### src/rtl/rr_arbiter_8.sv
// rr_arbiter_8: 8-way round-robin arbiter with a registered grant index, a valid flag and an optional hold-time limit.
// The grant index is held between grants, so the downstream one-hot decoder does not glitch.
module rr_arbiter_8 #(
   parameter int unsigned HOLD_LIMIT = 16
) (
   input  logic       clk_i,
   input  logic       rst_i,
   input  logic [7:0] req_i,
   input  logic       release_i,
   output logic [2:0] grant_idx_o,
   output logic       grant_valid_o,
   output logic       hold_expired_o
);
   typedef enum logic {IDLE, GRANT} state_t;
   state_t     state;
   logic [2:0] last;
   logic [7:0] hold_cnt;
   logic [2:0] win;
   logic       found;
   // Scan from last+1 upward; the 3-bit add wraps, so i=8 revisits last itself.
   always_comb begin
      win = last;
      found = 1'b0;
      for (int i = 1; i <= 8; i++) begin
         if (!found && req_i[last + 3'(i)]) begin
            win = last + 3'(i);
            found = 1'b1;
         end
      end
   end
   always_ff @(posedge clk_i or posedge rst_i) begin
      if (rst_i) begin
         state <= IDLE;
         last <= 3'd7;
         hold_cnt <= 8'd0;
         grant_idx_o <= 3'd0;
         grant_valid_o <= 1'b0;
         hold_expired_o <= 1'b0;
      end else begin
         hold_expired_o <= 1'b0;
         if (state == IDLE) begin
            if (|req_i) begin
               state <= GRANT;
               grant_valid_o <= 1'b1;
               grant_idx_o <= win;
               last <= win;
               hold_cnt <= 8'd0;
            end
         end else if (release_i || !req_i[grant_idx_o]) begin
            state <= IDLE;
            grant_valid_o <= 1'b0;
         end else if (HOLD_LIMIT != 0 && hold_cnt == 8'(HOLD_LIMIT - 1)) begin
            state <= IDLE;
            grant_valid_o <= 1'b0;
            hold_expired_o <= 1'b1;
         end else begin
            hold_cnt <= hold_cnt + 8'd1;
         end
      end
   end
endmodule

### config.mk
export PLATFORM = sky130hd
export DESIGN_NAME = rr_arbiter_8
export DESIGN_NICKNAME = d
export VERILOG_FILES = /design/src/rtl/rr_arbiter_8.sv
export SDC_FILE = /design/constraint.sdc
export NUM_CORES = 1
export LEC_CHECK = 0
export ABC_CLOCK_PERIOD_IN_PS = 3050
export BUFFER_PORTS_ARGS = -buffer_cell sky130_fd_sc_hd__clkbuf_2
export CAP_MARGIN = 20
export CELL_PAD_IN_SITES_DETAIL_PLACEMENT = 0
export CELL_PAD_IN_SITES_GLOBAL_PLACEMENT = 1
export CORE_MARGIN = 2
export CORE_UTILIZATION = 36
export DETAILED_ROUTE_END_ITERATION = 8
export HOLD_SLACK_MARGIN = 0.03
export PLACE_DENSITY_LB_ADDON = 0.08
export SLEW_MARGIN = 5
export SYNTH_ARGS = -nofsm -noshare
export SYNTH_HDL_FRONTEND = slang
export SYNTH_SLANG_ARGS = --single-unit
### constraint.sdc
create_clock -name clk_i -period 3.05 [get_ports clk_i]
set_input_delay 0.1525 -clock clk_i [delete_from_list [all_inputs] [get_ports clk_i]]
set_output_delay 0.1525 -clock clk_i [all_outputs]
set_load 0.01 [all_outputs]
# Word level (Yosys, flattened, before mapping)
# Index checks and enable logic that the tools add are counted.
# Widths: inputs -> output; s select.
[totals]
inputBits = 11
elab_cells = 97
memories = 0
reg_bits = 17
rom_bits = 0
latchBits = 0
out_inout_bits = 5
mem_bits_rw = 0
[op_classes]
bitwise_logic = 1
multipliers = 0
order_cmp = 9
n_eq_ne = 4
shifts = 0
reduce_logical = 21
div = 0
n_addsub = 8
n_mux = 48
[op_table]
columns = ["op", "count"]
rows = [
  ["$lt 3x4->1 const B", 9],
  ["$mux 8", 4],
  ["$bmux 1 s3", 9],
  ["$mux 1", 27],
  ["$mux 3", 8],
  ["$add 3x3->3 const B", 4],
  ["$add 8x1->8 const B", 1],
  ["$eq 8x4->1 const B", 1],
  ["$logic_not 1->1", 8],
  ["$reduce_or 8->1", 1],
  ["$logic_and 1x1->1", 7],
  ["$add 3x2->3 const B", 2],
  ["$ne 2x2->1 const B", 2],
  ["$reduce_and 2->1", 2],
  ["$add 3x1->3 const B", 1],
  ["$ne 3x1->1 const B", 1],
  ["$reduce_and 3->1", 1],
  ["$reduce_bool 2->1", 1],
  ["$logic_or 1x1->1", 1],
  ["$not 1->1", 1],
]

# Longest topological paths before layout
[logic_depth]
ltp_word = 25
mapped_depth = 12

# Least setup slack after synthesis
# Ideal clock, no wire load.
[synth_timing]
path_type = "register to register"
from = "reg last[1]"
to = "reg grant_idx_o[1]"
setup_ns = 0.099
arrival_time_ns = 3.269
path_buffers = 3
stages_incl_launch_ff = 13
slack_ns = -0.318
required_time_ns = 2.951
period_less_slack_ns = 3.368
path_cell_list = "dfstp_2 buf_6 clkbuf_1 inv_1 ha_1 clkbuf_1 mux4_2 nand2_1 nand4b_1 a2111oi_4 or2b_2 a221oi_2 a311oi_1"
[synth_between]
elab_chain_cells = 25
word_cells_on_any_way = 52
[synth_lines]
columns = ["item", "line_no", "source"]
rows = [
  ["start, declared", "16", "logic [2:0] last;"],
  ["start signal, assigned", "46", "last <= win;"],
  ["$add 3x1->3", "25, 26", ""],
  ["$bmux 1 s3", "25", "if (!found && req_i[last + 3'(i)]) begin"],
  ["$mux 1 (not written as such)", "25", ""],
  ["$mux 1", "25", ""],
  ["$logic_not 1->1", "25", ""],
  ["$logic_and 1x1->1", "25", ""],
  ["$mux 1", "25", ""],
  ["$logic_not 1->1", "25", ""],
  ["[... 9 more ...]", "--", ""],
  ["$logic_and 1x1->1", "25", ""],
  ["$mux 1", "25", ""],
  ["$logic_not 1->1", "25", ""],
  ["$logic_and 1x1->1", "25", ""],
  ["$mux 1", "25", ""],
  ["$logic_not 1->1", "25", ""],
  ["$logic_and 1x1->1", "25", ""],
  ["$mux 3 (*)", "25", ""],
  ["end signal, assigned", "45", "grant_idx_o <= win;"],
  ["end, declared", "10", "output logic [2:0] grant_idx_o,"],
]
# Mark *: on every way between the ends. The rest lies on a longest branch, timed or not. The select of a mux whose other input is x is not followed.
# A chain may end at the register's enable or synchronous reset.

# Worst setup path in the final report
[layout_timing]
from = "reg last[0]"
to = "reg grant_idx_o[0]"
# The elaborated chain is that of the path after synthesis.

==> qor.yml <==
status: "finished clean"
clk_latency_ns: 0.25
critical_path.cell_chain: "buf_6 -> mux4_2 -> mux2_4 -> or3_4 -> or2_1 -> o221ai_2 -> nand2_1 -> o221ai_1"
routedWlPerCell_um: 17.1
synth.largest_area_cell: "dfrtp_1"
drtPass1Iterations: 4
grt_pass1_wl_um: 7090
wirelength_um: 4210
p_int_mw: 1.30
htreeDepth: 1
hold_class: "input pin to register"
slowest_stage: "mux4_2"
ios: 16
cellPowerDensity_nw_per_um2: 1310
nNetsFinal: 209
syn-num-nets: 187
min_period_ns: 2.92
ir_drop_v: 0.000540
seqPwrFrac_pct: 16.1
ff_latch_area_um2: 429
drive_gt1_share_pct: 29.4
worst_pin_slew_ns: 0.751
cp.buffers_inverters: 1
grt_use_total_pct: 17.3
postCtsSetupBuffers: 0
synthArstFlopShare_pct: 100
grt_max_degree: 18
hold_violations: 0
synthTopCellsByArea: "dfrtp_1 (21%), mux4_2 (13%), mux2i_1 (5.9%)"
place_area_um2: 1840
use_met3_pct: 3.89
synth_cell_types: 53
overflow: 0
initial_core_util_pct: 37.9
synth-seq-area-share_pct: 25.5
p_leak_nw: 0.785
tritoncts: "done"
cts.path.max_buffers: 2
drt_iter0_drc: 95
setup_tns_ns: 0
setup_violations: 0
clock.fmax_mhz: 343
swShare_pct: 48.2
clock_skew_ns: 0.00130
clk_pin_slew_ns: 0.06
antenna-diode-count: 0
synth-seq-cells: 17
core_area_um2: 4440
die_area_um2: 5240
multi_input_area_um2: 1180
synth_top_area_share_pct: 20.8
cp_top_family: "multiplexers"
vias_per_cell: 6.15
p_switching_mw: 1.21
final_cell_area_um2: 1920
pwr-share-clk_pct: 6.7
drtAntennaViolNets: 0
syn_inst: 173
rsz0062_at_grt: "no"
slew_headroom_pct: 49.8
place_congestion: 0.857
synth_ff_type: "dfrtp_1"
cts_made_buffers: 3
portBuffers: 15
die_height_um: 72.4
rows: 24
power.total_mw: 2.51
layout_setup_ws_ns: 0.132
ys_warn_count: 0
cts.sinks: 17
synth_edf_count: 0
critPathMaxStageDelay_ns: 0.58
drv_cap: 0
clockRootBuffer: "clkbuf_8"
critPathArrivalTime_ns: 3.07
path_class: "register to register"
vias: 1514
finalCritPeriodShare_pct: 95.7
startpoint_type: "register"
antenna_found_initial: 0
grt.busiest_layer: "met1"
synth_area_um2: 1680
path_max_fanout: 16
route.detailed.drc: 0
preCtsSetupSlack_ns: 0.0847
avgSynthCellArea_um2: 9.73
required_ns: 3.20
combPwrFrac_pct: 77.2
fillCellCount: 435
grt_pass1_vias: 1403
dpl.hpwl_um: 3240
die_w_um: 72.4
area_growth_pct: 13.9
use_met1_pct: 27.1
slew_violations: 0
utilization_pct: 43.2
worstSetupEndpointType: "register"
use_met2_pct: 24.9
==> metal layers <==
layer  vias up  routed length, um
met1       747               2110
met5         -                  0
met2        53               1820
met3         7                239
li1        707                  -
met4         0                 41
==> worst reg2reg max path: cells and delay by family, from the launching register on <==
family,cells,cell delay [ns]
mux,2,0.88
simple gates,3,0.75
buf+inv,1,0.19
flops,1,0.55
compound gates,2,0.44
==> final timing paths <==
kind	start	to	slack, ns	cells after the start
hold reg to reg	hold_cnt[0]	hold_cnt[0]	0.52	1
hold / removal	release_i	hold_expired_o	0.06	2
max in group asynchronous	rst_i	grant_idx_o[2]	2.07	3
min in group asynchronous	rst_i	grant_valid_o	0.54	3
setup / recovery	last[0]	grant_idx_o[0]	0.13	8
setup reg to reg	last[0]	grant_idx_o[0]	0.13	8
==> area by class of cell <==
type	instances	share of cell area, %
multi-input combinational	138	61.6
tap	52	3.39
sequential	17	22.4
timing repair buffer	26	8.55
inverter	9	1.76
clock buffer	4	2.35
==> cells in the final DEF (no fill, tap or decap), drive strengths merged, types with 2 or more instances in the layout <==
master   count
or3          3
xor2         3
inv          8
dfstp        3
a2111oi      3
o22ai        3
a21o         2
mux2         4
ha           3
nor2b        2
nor4         5
nand2       15
o41ai        2
nand4b       3
dfrtp       14
nand3        7
nand2b       2
o221ai       3
nor2        13
o21ai        5
a21oi       11
mux2i       11
and3         4
mux4        10
o31ai        3
xnor2        5
buf         10
and2         2
a221oi       2
clkbuf      19
==> state kept, by name, indices dropped and copies added (netlist names) <==
register,count
last,3
hold_cnt,8
hold_expired_o,1
grant_valid_o,1
state,1
grant_idx_o,3
==> stage by stage <==
stage | hold WS [ns] | std cells
2_1_floorplan | 0.0764 | 173
5_1_grt | 0.0660 | 246
4_1_cts | 0.0582 | 246
3_5_place_dp | 0.273 | 241
6_report | 0.0639 | 246
3_3_place_gp | 0.255 | 241
==> cell usage after synthesis (all sizes together), types with 4 or more instances <==
cell type	count
nand2	15
dfrtp	14
nor2	13
a21oi	11
mux2i	11
mux4	10
inv	8
nand3	7
clkbuf	5
nor4	5
o21ai	5
xnor2	5
and3	4
buf	4
mux2	4
==> power by group through the flow <==
stage / sequential [mW] / combinational [mW] / clock [mW]
final: 0.404 / 1.94 / 0.168
after global routing: 0.417 / 2.11 / 0.191
after CTS: 0.401 / 1.89 / 0.175
after detailed placement: 0.405 / 1.88 / 0
after global placement: 0.404 / 1.89 / 0
after floorplan: 0.371 / 1.52 / 0
==> what timing repair did <==
item,4_1_cts,5_1_grt
gates resized for setup,0,4
hold endpoints to repair,14,0
hold buffers,1,0
setup endpoints to repair,0,3
==> logic make-up (layout without fill, tap and decap cells) <==
group / Yosys count / count (layout) / synth area share [%]
and+or+nand+nor: 60 / 60 / 19.2
AOI/OAI and AO/OA: 42 / 42 / 20.0
muxes: 25 / 25 / 23.6
buffers and inverters: 18 / 39 / 5.42
DFF: 17 / 17 / 25.5
xor gates and xnor gates: 8 / 8 / 4.16
adders and majority gates: 3 / 3 / 2.23
No activity file was read; power rests on OpenSTA's default activity.
